--- config.mk ---
export PLATFORM = sky130hd
export DESIGN_NAME = bsg_priority_crossbar
export DESIGN_NICKNAME = d
export VERILOG_FILES = /design/src/rtl/bsg_priority_encode_one_hot_out.sv /design/src/rtl/bsg_priority_crossbar.sv
export SDC_FILE = /design/constraint.sdc
export NUM_CORES = 1
export LEC_CHECK = 0
export BUFFER_PORTS_ARGS = -buffer_cell sky130_fd_sc_hd__buf_2
export CAP_MARGIN = 40
export CORE_AREA = 2 2 129 131
export DETAILED_ROUTE_END_ITERATION = 6
export DIE_AREA = 0 0 131 133
export GPL_ROUTABILITY_DRIVEN = 0
export RECOVER_POWER = 50
export REMOVE_ABC_BUFFERS = 1
export SLEW_MARGIN = 25
export SYNTH_ARGS = -nofsm -noshare
export SYNTH_HDL_FRONTEND = slang
export SYNTH_SLANG_ARGS = --single-unit
--- constraint.sdc ---
create_clock -name vclk -period 1.5
set_input_delay 0.3 -clock vclk [all_inputs]
set_output_delay 0.3 -clock vclk [all_outputs]
set_load 0.02 [all_outputs]
--- src/rtl/bsg_priority_encode_one_hot_out.sv ---
// Priority encoder with a one-hot output. It isolates the highest-priority set bit of i.
// lo_to_hi_p=1 favours bit 0, and lo_to_hi_p=0 favours bit width_p-1.
module bsg_priority_encode_one_hot_out #(
  parameter int width_p    = 4,
  parameter bit lo_to_hi_p = 1'b1
) (
  input  logic [width_p-1:0] i,
  output logic [width_p-1:0] o,
  output logic               v_o
);

  localparam logic [width_p-1:0] ONE = width_p'(1);

  logic [width_p-1:0] w_ord;
  logic [width_p-1:0] w_iso;

  // Map the winning end to bit 0, so the two's-complement trick always keeps the lowest set bit.
  always_comb begin
    w_ord = '0;
    for (int k = 0; k < width_p; k++) begin
      if (lo_to_hi_p) w_ord[k] = i[k];
      else            w_ord[k] = i[width_p-1-k];
    end
  end

  assign w_iso = w_ord & (~w_ord + ONE);

  always_comb begin
    o = '0;
    for (int k = 0; k < width_p; k++) begin
      if (lo_to_hi_p) o[k] = w_iso[k];
      else            o[k] = w_iso[width_p-1-k];
    end
  end

  assign v_o = |i;

endmodule

--- src/rtl/bsg_priority_crossbar.sv ---
// Priority crossbar: each output lane takes the highest-priority requesting input through an AND-OR select.
// Defining BSG_PRIORITY_CROSSBAR_OUT_REG_EN adds a synchronously reset output register with one cycle of latency.
module bsg_priority_crossbar #(
  parameter int width_p    = 64,
  parameter int i_els_p    = 4,
  parameter int o_els_p    = 1,
  parameter bit lo_to_hi_p = 1'b1
) (
  input  logic                              clk_i,
  input  logic                              reset_i,
  input  logic [i_els_p-1:0][width_p-1:0]   i,
  input  logic [o_els_p-1:0][i_els_p-1:0]   req_i,
  output logic [o_els_p-1:0][i_els_p-1:0]   sel_one_hot_o,
  output logic [o_els_p-1:0]                v_o,
  output logic [o_els_p-1:0][width_p-1:0]   o
);

  logic [o_els_p-1:0][i_els_p-1:0] w_sel;
  logic [o_els_p-1:0]              w_v;
  logic [o_els_p-1:0][width_p-1:0] w_data;

  for (genvar j = 0; j < o_els_p; j++) begin : g_lane
    logic [width_p-1:0] w_and_or;

    bsg_priority_encode_one_hot_out #(
      .width_p    (i_els_p),
      .lo_to_hi_p (lo_to_hi_p)
    ) u_enc (
      .i   (req_i[j]),
      .o   (w_sel[j]),
      .v_o (w_v[j])
    );

    // The grant is one-hot or zero, so ORing the masked lanes selects at most one input.
    always_comb begin
      w_and_or = '0;
      for (int k = 0; k < i_els_p; k++) begin
        w_and_or = w_and_or | (i[k] & {width_p{w_sel[j][k]}});
      end
    end

    assign w_data[j] = w_and_or;
  end

`ifdef BSG_PRIORITY_CROSSBAR_OUT_REG_EN
  logic [o_els_p-1:0][i_els_p-1:0] r_sel;
  logic [o_els_p-1:0]              r_v;
  logic [o_els_p-1:0][width_p-1:0] r_data;

  always_ff @(posedge clk_i) begin
    if (reset_i) begin
      r_sel  <= '0;
      r_v    <= '0;
      r_data <= '0;
    end else begin
      r_sel  <= w_sel;
      r_v    <= w_v;
      r_data <= w_data;
    end
  end

  assign sel_one_hot_o = r_sel;
  assign v_o           = r_v;
  assign o             = r_data;
`else
  logic w_unused;
  assign w_unused = clk_i | reset_i;

  assign sel_one_hot_o = w_sel;
  assign v_o           = w_v;
  assign o             = w_data;
`endif

endmodule

After elaboration in Yosys (flattened, before gate mapping)
Cells that the tools add are included.
Widths: inputs -> output; s select.
{"block": "word_totals", "ff_bits": 0, "latch_bits": 0, "ram_bits": 0, "romBits": 0, "inputBits": 262, "out_inout_bits": 69, "wordCells": 11, "memories": 0}
{"block": "op_classes", "addsub": 1, "mul": 0, "n_div": 0, "magnitude_cmp": 0, "eq_ne": 0, "shift": 0, "n_mux": 0, "n_bitwise": 9, "n_reduce_logical": 1}
{"operator": "$and 64x64->64", "count": 4}
{"operator": "$or 64x64->64", "count": 3}
{"operator": "$add 4x1->4 const B", "count": 1}
{"operator": "$and 4x4->4", "count": 1}
{"operator": "$not 4->4", "count": 1}
{"operator": "$reduce_or 4->1", "count": 1}

Longest topological paths before layout
Gate-level depths: netlist of the first run.
{"block": "depth", "word_depth": 7, "depth_mapped": 6, "ltp_nobuf": 3}

Cells and area by module
A second synthesis of the first run with hierarchy kept.
{"block": "unflattened", "cells_unflattened": 225, "hier_area_um2": 1556.5}
{"module": "bsg_priority_crossbar", "instances": 1, "cells_each": 220, "area_each_um2": 1516.5, "seq_area_each_um2": 0.0}
{"module": "bsg_priority_encode_one_hot_out", "instances": 1, "cells_each": 5, "area_each_um2": 40.0, "seq_area_each_um2": 0.0}

Worst setup path after synthesis of the first run
No wires, ideal clock.
{"block": "synth_path", "path_kind": "input port to output port", "from": "input req_i[1] in the netlist's numbering", "to": "output sel_one_hot_o[2] in the netlist's numbering", "arrival_time_ps": 1339, "t_required_ps": 1200, "path_slack_ps": -139, "stages": 4, "path_buffers": 3, "path_cell_list": "buf_4 -> buf_2 -> buf_2 -> nor3b_1"}
{"element": "from (decl)", "line": "bsg_priority_crossbar.sv:12", "source": "input logic [o_els_p-1:0][i_els_p-1:0] req_i,"}
{"element": "to (decl)", "line": "bsg_priority_crossbar.sv:13", "source": "output logic [o_els_p-1:0][i_els_p-1:0] sel_one_hot_o,"}

==> results of run 1 <==
==> cell families after synthesis <==
logic type	after synthesis
AND/OR/NAND/NOR	133
AO/OA/AOI/OAI	128
buffers and inverters	37
==> Yosys cell counts (all sizes together) <==
cell | count | area share
nor4b | 1 | 0.011
buf | 29 | 0.094
nor2b | 66 | 0.19
nand2 | 64 | 0.11
or4 | 1 | 0.0034
a221oi | 64 | 0.43
clkbuf | 8 | 0.014
nor3b | 1 | 0.0034
o21ai | 64 | 0.15
==> layout by cell type, fill, tap and decap left out, drive strengths merged <==
| cell type | instances |
|---|---|
| nor3b | 1 |
| or4 | 1 |
| o21ai | 64 |
| buf | 376 |
| nand2 | 64 |
| a221oi | 64 |
| clkbuf | 3 |
| nor4b | 1 |
| nor2b | 66 |
==> final cells by class <==
| cell class | count | share of cell area |
|---|---|---|
| repair buffers | 379 | 0.493 |
| well taps | 220 | 0.0548 |
| multi-input cells | 261 | 0.452 |
==> routing by layer <==
layer	vias up	wire (um)	part of all wire
li1	1813	-	-
met1	1704	4770	0.36
met2	198	7290	0.55
met3	6	1040	0.079
met4	0	64	0.0049
met5	-	0	0
==> power by group <==
group / internal, W / total (W) / switching [W]
sequential: 0 / 0 / 0
clock: 0 / 0 / 0
combinational: 0.000842 / 0.00166 / 0.000817
total: 0.000842 / 0.00166 / 0.000817
==> stage by stage <==
step / hold slack [ns] / worst slack (ns) / setup TNS (ns) / total power, W
after floorplan: 0.600 / -4.05 / -244.73 / 0.000568
after global placement: 0.923 / -0.255 / -12.04 / 0.00135
after detailed placement: 0.922 / -0.254 / -12.19 / 0.00136
after CTS: 0.910 / -0.222 / -12.20 / 0.00151
after global routing: 0.923 / -0.256 / -13.50 / 0.00177
final: 0.891 / -0.204 / -8.91 / 0.00166
==> worst max path at each step <==
stage | startpoint | end | slack [ns] | cells past startpoint
2_1_floorplan | req_i[1] | o[0] | -4.05 | 3
3_3_place_gp | req_i[1] | o[2] | -0.26 | 7
3_5_place_dp | req_i[0] | o[2] | -0.25 | 7
4_1_cts | req_i[0] | o[8] | -0.22 | 8
5_1_grt | req_i[1] | o[2] | -0.26 | 7
6_report | req_i[1] | o[2] | -0.20 | 7
==> repair_timing <==
item / CTS / global route
gates resized for setup: 95 / 72
setup endpoints to repair: 67 / 66
pin swaps: 29 / 20
cloned: 3 / 3
buffers inserted: 5 / 6
==> metrics.csv, run 1 <==
metric;value;unit
Seq/Total Area, Yosys;0;
Antenna Nets Post-Route;0;
hold crit path type;in2out;
io pins;331;
Pre-antenna DRT Iters;4;
antenna diode count;0;
busiest grt layer;met2;
Tightest Pin Transition;0.289;ns
Crit-path slowest cell;nor4b_4;
WL/cell;15.3;um
total number of sequential cells;0;
CP top delay family;buffers and inverters;
Netlist Area Pre-Place;0.00218;mm^2
Synth Area in Adders;0;
largest family of logic cells by synthesized area;compound AO/OA/AOI/OAI gates;
final hold viol count;0;
period utilisation layout;1.14;
syn_area_per_cell;7.33;um^2
critical path class;in2out;
highest clock rate;587;MHz
RSZ-0062 raised after global routing;true;
Die Width;131;um
worst hold path endpoint;o[28];
number of port buffers;329;
run status;finished with violations;
met1 Track Usage GR;0.131;
dpl hpwl;9480;um
post-route minimum period;1.70;ns
first-pass GRT wire length;17300;um
hold buffers post-CTS;0;
global-route total usage across every layer;0.123;
Via density;4.33;
CORE AREA;0.0162;mm^2
Register Area;0;um^2
Simple-Gate Fraction of Synth Area;0.317;
Hold Crit Start;i[220];
worst path bufs/invs;4;
post-synthesis compound-gate area fraction;0.575;
Power per Cell Area;330;mW/mm^2
worst path required time;1.20;ns
worst-path cell chain;buf_12 -> nor4b_4 -> buf_6 -> buf_12 -> nand2_1 -> o21ai_1 -> buf_4;
Vert. Die Dim;133;um
layout overhead on the synthesized area;130;%
# clk buffers;0;
CP most frequent cell;buf_12;
failing checks;negative setup slack;
largest stage delay on the critical path;0.27;ns
detailed-route via count;3721;
Setup WS post-layout;-0.204;ns
final number of max-transition violations;0;
fill cell count;1699;
Starting Density;0.135;
dpl cells;847;
Rel. slew slack;0.807;
total wire length;13200;um
vias in the first global route;3584;
met3 Usage GRT;0.0174;
DR DRC count;0;
critical path arrival;1.40;ns
layout cell share with drive strength beyond 1;0.750;
# setup viols final;66;
yosys warns;0;
FP Rows;47;
synthesized instance count;298;
Crit Path Max Fanout;17;
# Max-Cap Violations;0;
mux cell area share after synthesis;0;
VDD IR max;0.161;mV
critical path launch point type;input port;
total die area;0.0174;mm^2
initial antenna violation count;0;
area of the multi-input gates;0.00227;mm^2
post-route core utilization;0.311;
Area after DPL;0.00425;mm^2
met2 GRT Util;0.254;
Crit. End Element;primary output;
fin cells;860;
grt ovf;0;
largest net degree at the start of global routing;31;
Synth cell types;12;
xor/xnor cell area share of the yosys netlist;0;
Initial DRC Count;155;
Final Instance Area;0.00502;mm^2
Static Leakage;2.38;nW
WHS Path Cells;4;
# nets final;904;
(Power assumes the default switching activity.)
==> inputs of run 2 (changes only) <==
--- a/config.mk
+++ b/config.mk
@@ -7,9 +7,9 @@
 export LEC_CHECK = 0
 export BUFFER_PORTS_ARGS = -buffer_cell sky130_fd_sc_hd__buf_2
 export CAP_MARGIN = 40
-export CORE_AREA = 2 2 129 131
+export CORE_AREA = 2 2 127 129
 export DETAILED_ROUTE_END_ITERATION = 6
-export DIE_AREA = 0 0 131 133
+export DIE_AREA = 0 0 129 131
 export GPL_ROUTABILITY_DRIVEN = 0
 export RECOVER_POWER = 50
 export REMOVE_ABC_BUFFERS = 1
==> metrics.csv, run 2 (synthesis gave the netlist of run 1 again) <==
metric;value;unit;change
most common cell after layout, fill and taps aside;buf_2;;
vias in the first global route;3380;;-5.7%
Antenna Nets Post-Route;0;;unchanged
Pwr Total;0.00169;W;+1.9%
dpl hpwl;9350;um;-1.3%
post-route setup TNS;-11.00;ns;-2.08 ns
top layer reached by signal wires;met4;;
# Max-Cap Violations;0;;unchanged
critical path class;in2out;;
commonest cells after routing, fill and taps aside;263 x buf_2, 71 x buf_4, 65 x nor2b_1, 53 x a221oi_2, 41 x o21ai_1;;
Rel. slew slack;0.804;;-0.00265
Min Hold Slack;0.886;ns;-0.00498 ns
initial antenna violation count;0;;unchanged
worst-path cell chain;buf_8 -> nor4b_4 -> buf_6 -> clkbuf_16 -> nand2_1 -> o21ai_1 -> buf_2;;
largest stage delay on the critical path;0.31;ns;+0.04 ns
total number of sequential cells;0;;unchanged
# nets final;909;;+0.55%
# setup viols final;66;;unchanged
WL/cell;16.0;um;+4.4%
Register Area;0;um^2;unchanged
Crit. End Element;primary output;;
total die area;0.0169;mm^2;-3.0%
post-route minimum period;1.70;ns;-0.00433 ns
Crit Path Max Fanout;8;;-9
FP Rows;46;;-2.1%
Pre-antenna DRT Iters;4;;unchanged
VDD IR max;0.124;mV;-23%
fill cell count;1633;;-3.9%
critical path launch point type;input port;;
routed wl met3;880;um;-15%
routed wl met2;7350;um;+0.80%
Place WS;-0.303;ns;-0.0491 ns
io pins;331;;unchanged
largest net degree at the start of global routing;27;;-13%
final hold viol count;0;;unchanged
layout cell share with drive strength beyond 1;0.778;;+0.0283
Vert. Die Dim;131;um;-1.5%
CORE AREA;0.0156;mm^2;-3.6%
Area after DPL;0.00435;mm^2;+2.4%
Final Instance Area;0.00517;mm^2;+2.9%
Tightest Pin Transition;0.293;ns;+0.00397 ns
run status;finished with violations;;
number of port buffers;329;;unchanged
hold crit path type;in2out;;
highest clock rate;588;MHz;+0.26%
layout overhead on the synthesized area;137;%;
detailed-route via count;3763;;+1.1%
RSZ-0062 raised after global routing;true;;
Starting Density;0.140;;+0.00497
WL met1;5430;um;+14%
grt ovf;0;;unchanged
Via density;4.37;;+1.0%
DR DRC count;0;;unchanged
worst path required time;1.20;ns;about the same
first-pass GRT wire length;17900;um;+3.6%
total wire length;13800;um;+4.5%
Initial DRC Count;94;;-39%
failing checks;negative setup slack;;
global-route total usage across every layer;0.135;;+0.0122
Static Leakage;2.44;nW;+2.6%
# clk buffers;0;;unchanged
Power per Cell Area;327;mW/mm^2;-0.98%
antenna diode count;0;;unchanged
Die Width;129;um;-1.5%
critical path arrival;1.40;ns;about the same
period utilisation layout;1.13;;-0.00289
final number of max-transition violations;0;;unchanged
Setup WS post-layout;-0.199;ns;+0.00433 ns
Crit-path slowest cell;nor4b_4;;
## run 2: cell count changes in the layout (fill, tap and decap cells not counted), sizes merged
| cell | previous run | this run |
|---|---|---|
| buf | 376 | 381 |
| bufbuf | 0 | 1 |
| clkbuf | 3 | 2 |
## run 2: final cells by class
type / count / area (um^2) / share of cell area
Timing Repair Buffer: 384 / 2620 / 0.508
Multi-Input combinational cell: 261 / 2270 / 0.440
Tap cell: 216 / 270 / 0.0523
## run 2: what timing repair did
item,in CTS,in global routing
cloned,6,1
endpoints found under the hold margin,0,0
pin swaps,12,16
setup buffers,2,0
endpoints found under the setup margin,66,66
gates resized for setup,90,92
hold buffers,0,0
## run 2: metrics by stage
| step | std cells | utilization |
|---|---|---|
| after floorplan | 261 | - |
| after global placement | 852 | 0.279 |
| after detailed placement | 852 | 0.279 |
| after CTS | 860 | 0.305 |
| after global routing | 861 | 0.331 |
| final | 861 | 0.331 |
## run 2: report_power, final
part	internal [W]	leakage (nW)	switching (W)
Sequential	0	0	0
Combinational	0.000871	2.44	0.000819
Clock	0	0	0
Total	0.000871	2.44	0.000819
## run 2: per-layer routing
| layer | global-route usage | vias to the layer above |
|---|---|---|
| met5 | 0 | - |
| met4 | 0.0115 | 0 |
| met3 | 0.0134 | 8 |
| met2 | 0.265 | 180 |
| met1 | 0.164 | 1742 |
| li1 | - | 1833 |
## run 2: critical path: cells and delay by family
kind,cells,cell delay [ns]
buffers and inverters,4,0.67
AND/OR/NAND/NOR,2,0.36
AO/OA/AOI/OAI,1,0.06
## run 2: final timing paths
| check | endpoint | slack (ns) | cells past startpoint | startpoint |
|---|---|---|---|---|
| worst max-delay path | o[47] | -0.20 | 7 | req_i[0] |
| worst min-delay path | o[52] | 0.89 | 4 | i[244] |
==> inputs of run 3 (changes only) <==
--- a/config.mk
+++ b/config.mk
@@ -7,10 +7,13 @@
 export LEC_CHECK = 0
 export BUFFER_PORTS_ARGS = -buffer_cell sky130_fd_sc_hd__buf_2
 export CAP_MARGIN = 40
+export CELL_PAD_IN_SITES_DETAIL_PLACEMENT = 1
+export CELL_PAD_IN_SITES_GLOBAL_PLACEMENT = 1
 export CORE_AREA = 2 2 127 129
 export DETAILED_ROUTE_END_ITERATION = 6
 export DIE_AREA = 0 0 129 131
 export GPL_ROUTABILITY_DRIVEN = 0
+export PLACE_DENSITY = 0.69
 export RECOVER_POWER = 50
 export REMOVE_ABC_BUFFERS = 1
 export SLEW_MARGIN = 25
==> metrics.csv, run 3 (synthesis gave the netlist of run 1 again) <==
metric;value;unit;change
run status;finished with violations;;
failing checks;negative setup slack;;
global-route total usage across every layer;0.157;;+0.0219
layout cell share with drive strength beyond 1;0.845;;+0.0666
Min Hold Slack;0.889;ns;+0.00262 ns
Vert. Die Dim;131;um;unchanged
Register Area;0;um^2;unchanged
detailed-route via count;3833;;+1.9%
# setup viols final;66;;unchanged
# nets final;915;;+0.66%
antenna diode count;0;;unchanged
post-route minimum period;1.79;ns;+0.0910 ns
Via density;4.42;;+1.2%
WL/cell;18.3;um;+15%
Setup WS post-layout;-0.290;ns;-0.0910 ns
hold crit path type;in2out;;
io pins;331;;unchanged
total die area;0.0169;mm^2;unchanged
most common cell after layout, fill and taps aside;buf_2;;
FP Rows;46;;unchanged
total wire length;15900;um;+15%
Starting Density;0.140;;unchanged
Power per Cell Area;332;mW/mm^2;+1.5%
RSZ-0062 raised after global routing;true;;
worst path required time;1.20;ns;about the same
highest clock rate;559;MHz;-5.1%
total number of sequential cells;0;;unchanged
Antenna Nets Post-Route;0;;unchanged
hold buffers post-CTS;0;;unchanged
CORE AREA;0.0156;mm^2;unchanged
post-route core utilization;0.374;;+0.0431
number of port buffers;329;;unchanged
period utilisation layout;1.19;;+0.0607
Final Instance Area;0.00584;mm^2;+13%
largest net degree at the start of global routing;24;;-11%
Crit. End Element;primary output;;
first-pass GRT wire length;20800;um;+17%
Initial DRC Count;86;;-8.5%
Place WS;-0.316;ns;-0.0128 ns
# Max-Cap Violations;0;;unchanged
Static Leakage;2.69;nW;+10%
post-route setup TNS;-14.52;ns;-3.52 ns
initial antenna violation count;0;;unchanged
Die Width;129;um;unchanged
Rel. slew slack;0.758;;-0.0466
dpl hpwl;10900;um;+16%
layout overhead on the synthesized area;167;%;
grt ovf;0;;unchanged
critical path class;in2out;;
Pre-antenna DRT Iters;4;;unchanged
Crit Path Max Fanout;5;;-3
fill cell count;1877;;+15%
critical path launch point type;input port;;
DR DRC count;0;;unchanged
# clk buffers;0;;unchanged
critical path arrival;1.49;ns;+0.09 ns
vias in the first global route;3816;;+13%
final number of max-transition violations;0;;unchanged
Tightest Pin Transition;0.363;ns;+0.0699 ns
VDD IR max;0.114;mV;-8.6%
Area after DPL;0.00430;mm^2;-1.0%
commonest cells after routing, fill and taps aside;259 x buf_2, 65 x nor2b_1, 56 x buf_6, 42 x buf_4;;
final hold viol count;0;;unchanged
-- run 3: worst max-delay path: stages --
cell	delay (ns)
buf_12	0.11
nor4b_4	0.33
buf_6	0.18
buf_12	0.13
buf_8	0.13
nand2_2	0.04
o21ai_1	0.09
buf_4	0.17
-- run 3: final cells by class --
cell class | count | area, um^2 | area share
Multi-Input combinational cell | 261 | 2620 | 0.448
Timing Repair Buffer | 390 | 2950 | 0.506
Tap cell | 216 | 270 | 0.0463
-- run 3: timing repair --
action | 4_1_cts | 5_1_grt
resized for setup | 124 | 173
setup buffers | 7 | 6
gates cloned | 10 | 3
pin swaps | 30 | 63
endpoints found under the setup margin | 67 | 68
-- run 3: per-layer routing --
| metal | track usage | vias up | wire length [um] |
|---|---|---|---|
| li1 | - | 1833 | - |
| met1 | 0.188 | 1802 | 6160 |
| met2 | 0.310 | 188 | 8600 |
| met3 | 0.0204 | 10 | 994 |
| met4 | 0.00895 | 0 | 118 |
| met5 | 0 | - | 0 |
-- run 3: stage by stage --
stage	std cells	total power, W
floorplan	261	0.000568
global placement	846	0.00137
detailed placement	846	0.00138
CTS	863	0.00167
global route	867	0.00206
finish	867	0.00194
-- run 3: power by group --
part	total, W	internal [W]	switching [W]
Clock	0	0	0
Sequential	0	0	0
Combinational	0.00194	0.000999	0.000940
-- run 3: path summary, 6_finish.rpt --
path | from | to | slack [ns] | depth (start not counted)
worst min-delay path | i[205] | o[13] | 0.89 | 4
worst max-delay path | req_i[1] | o[30] | -0.29 | 8
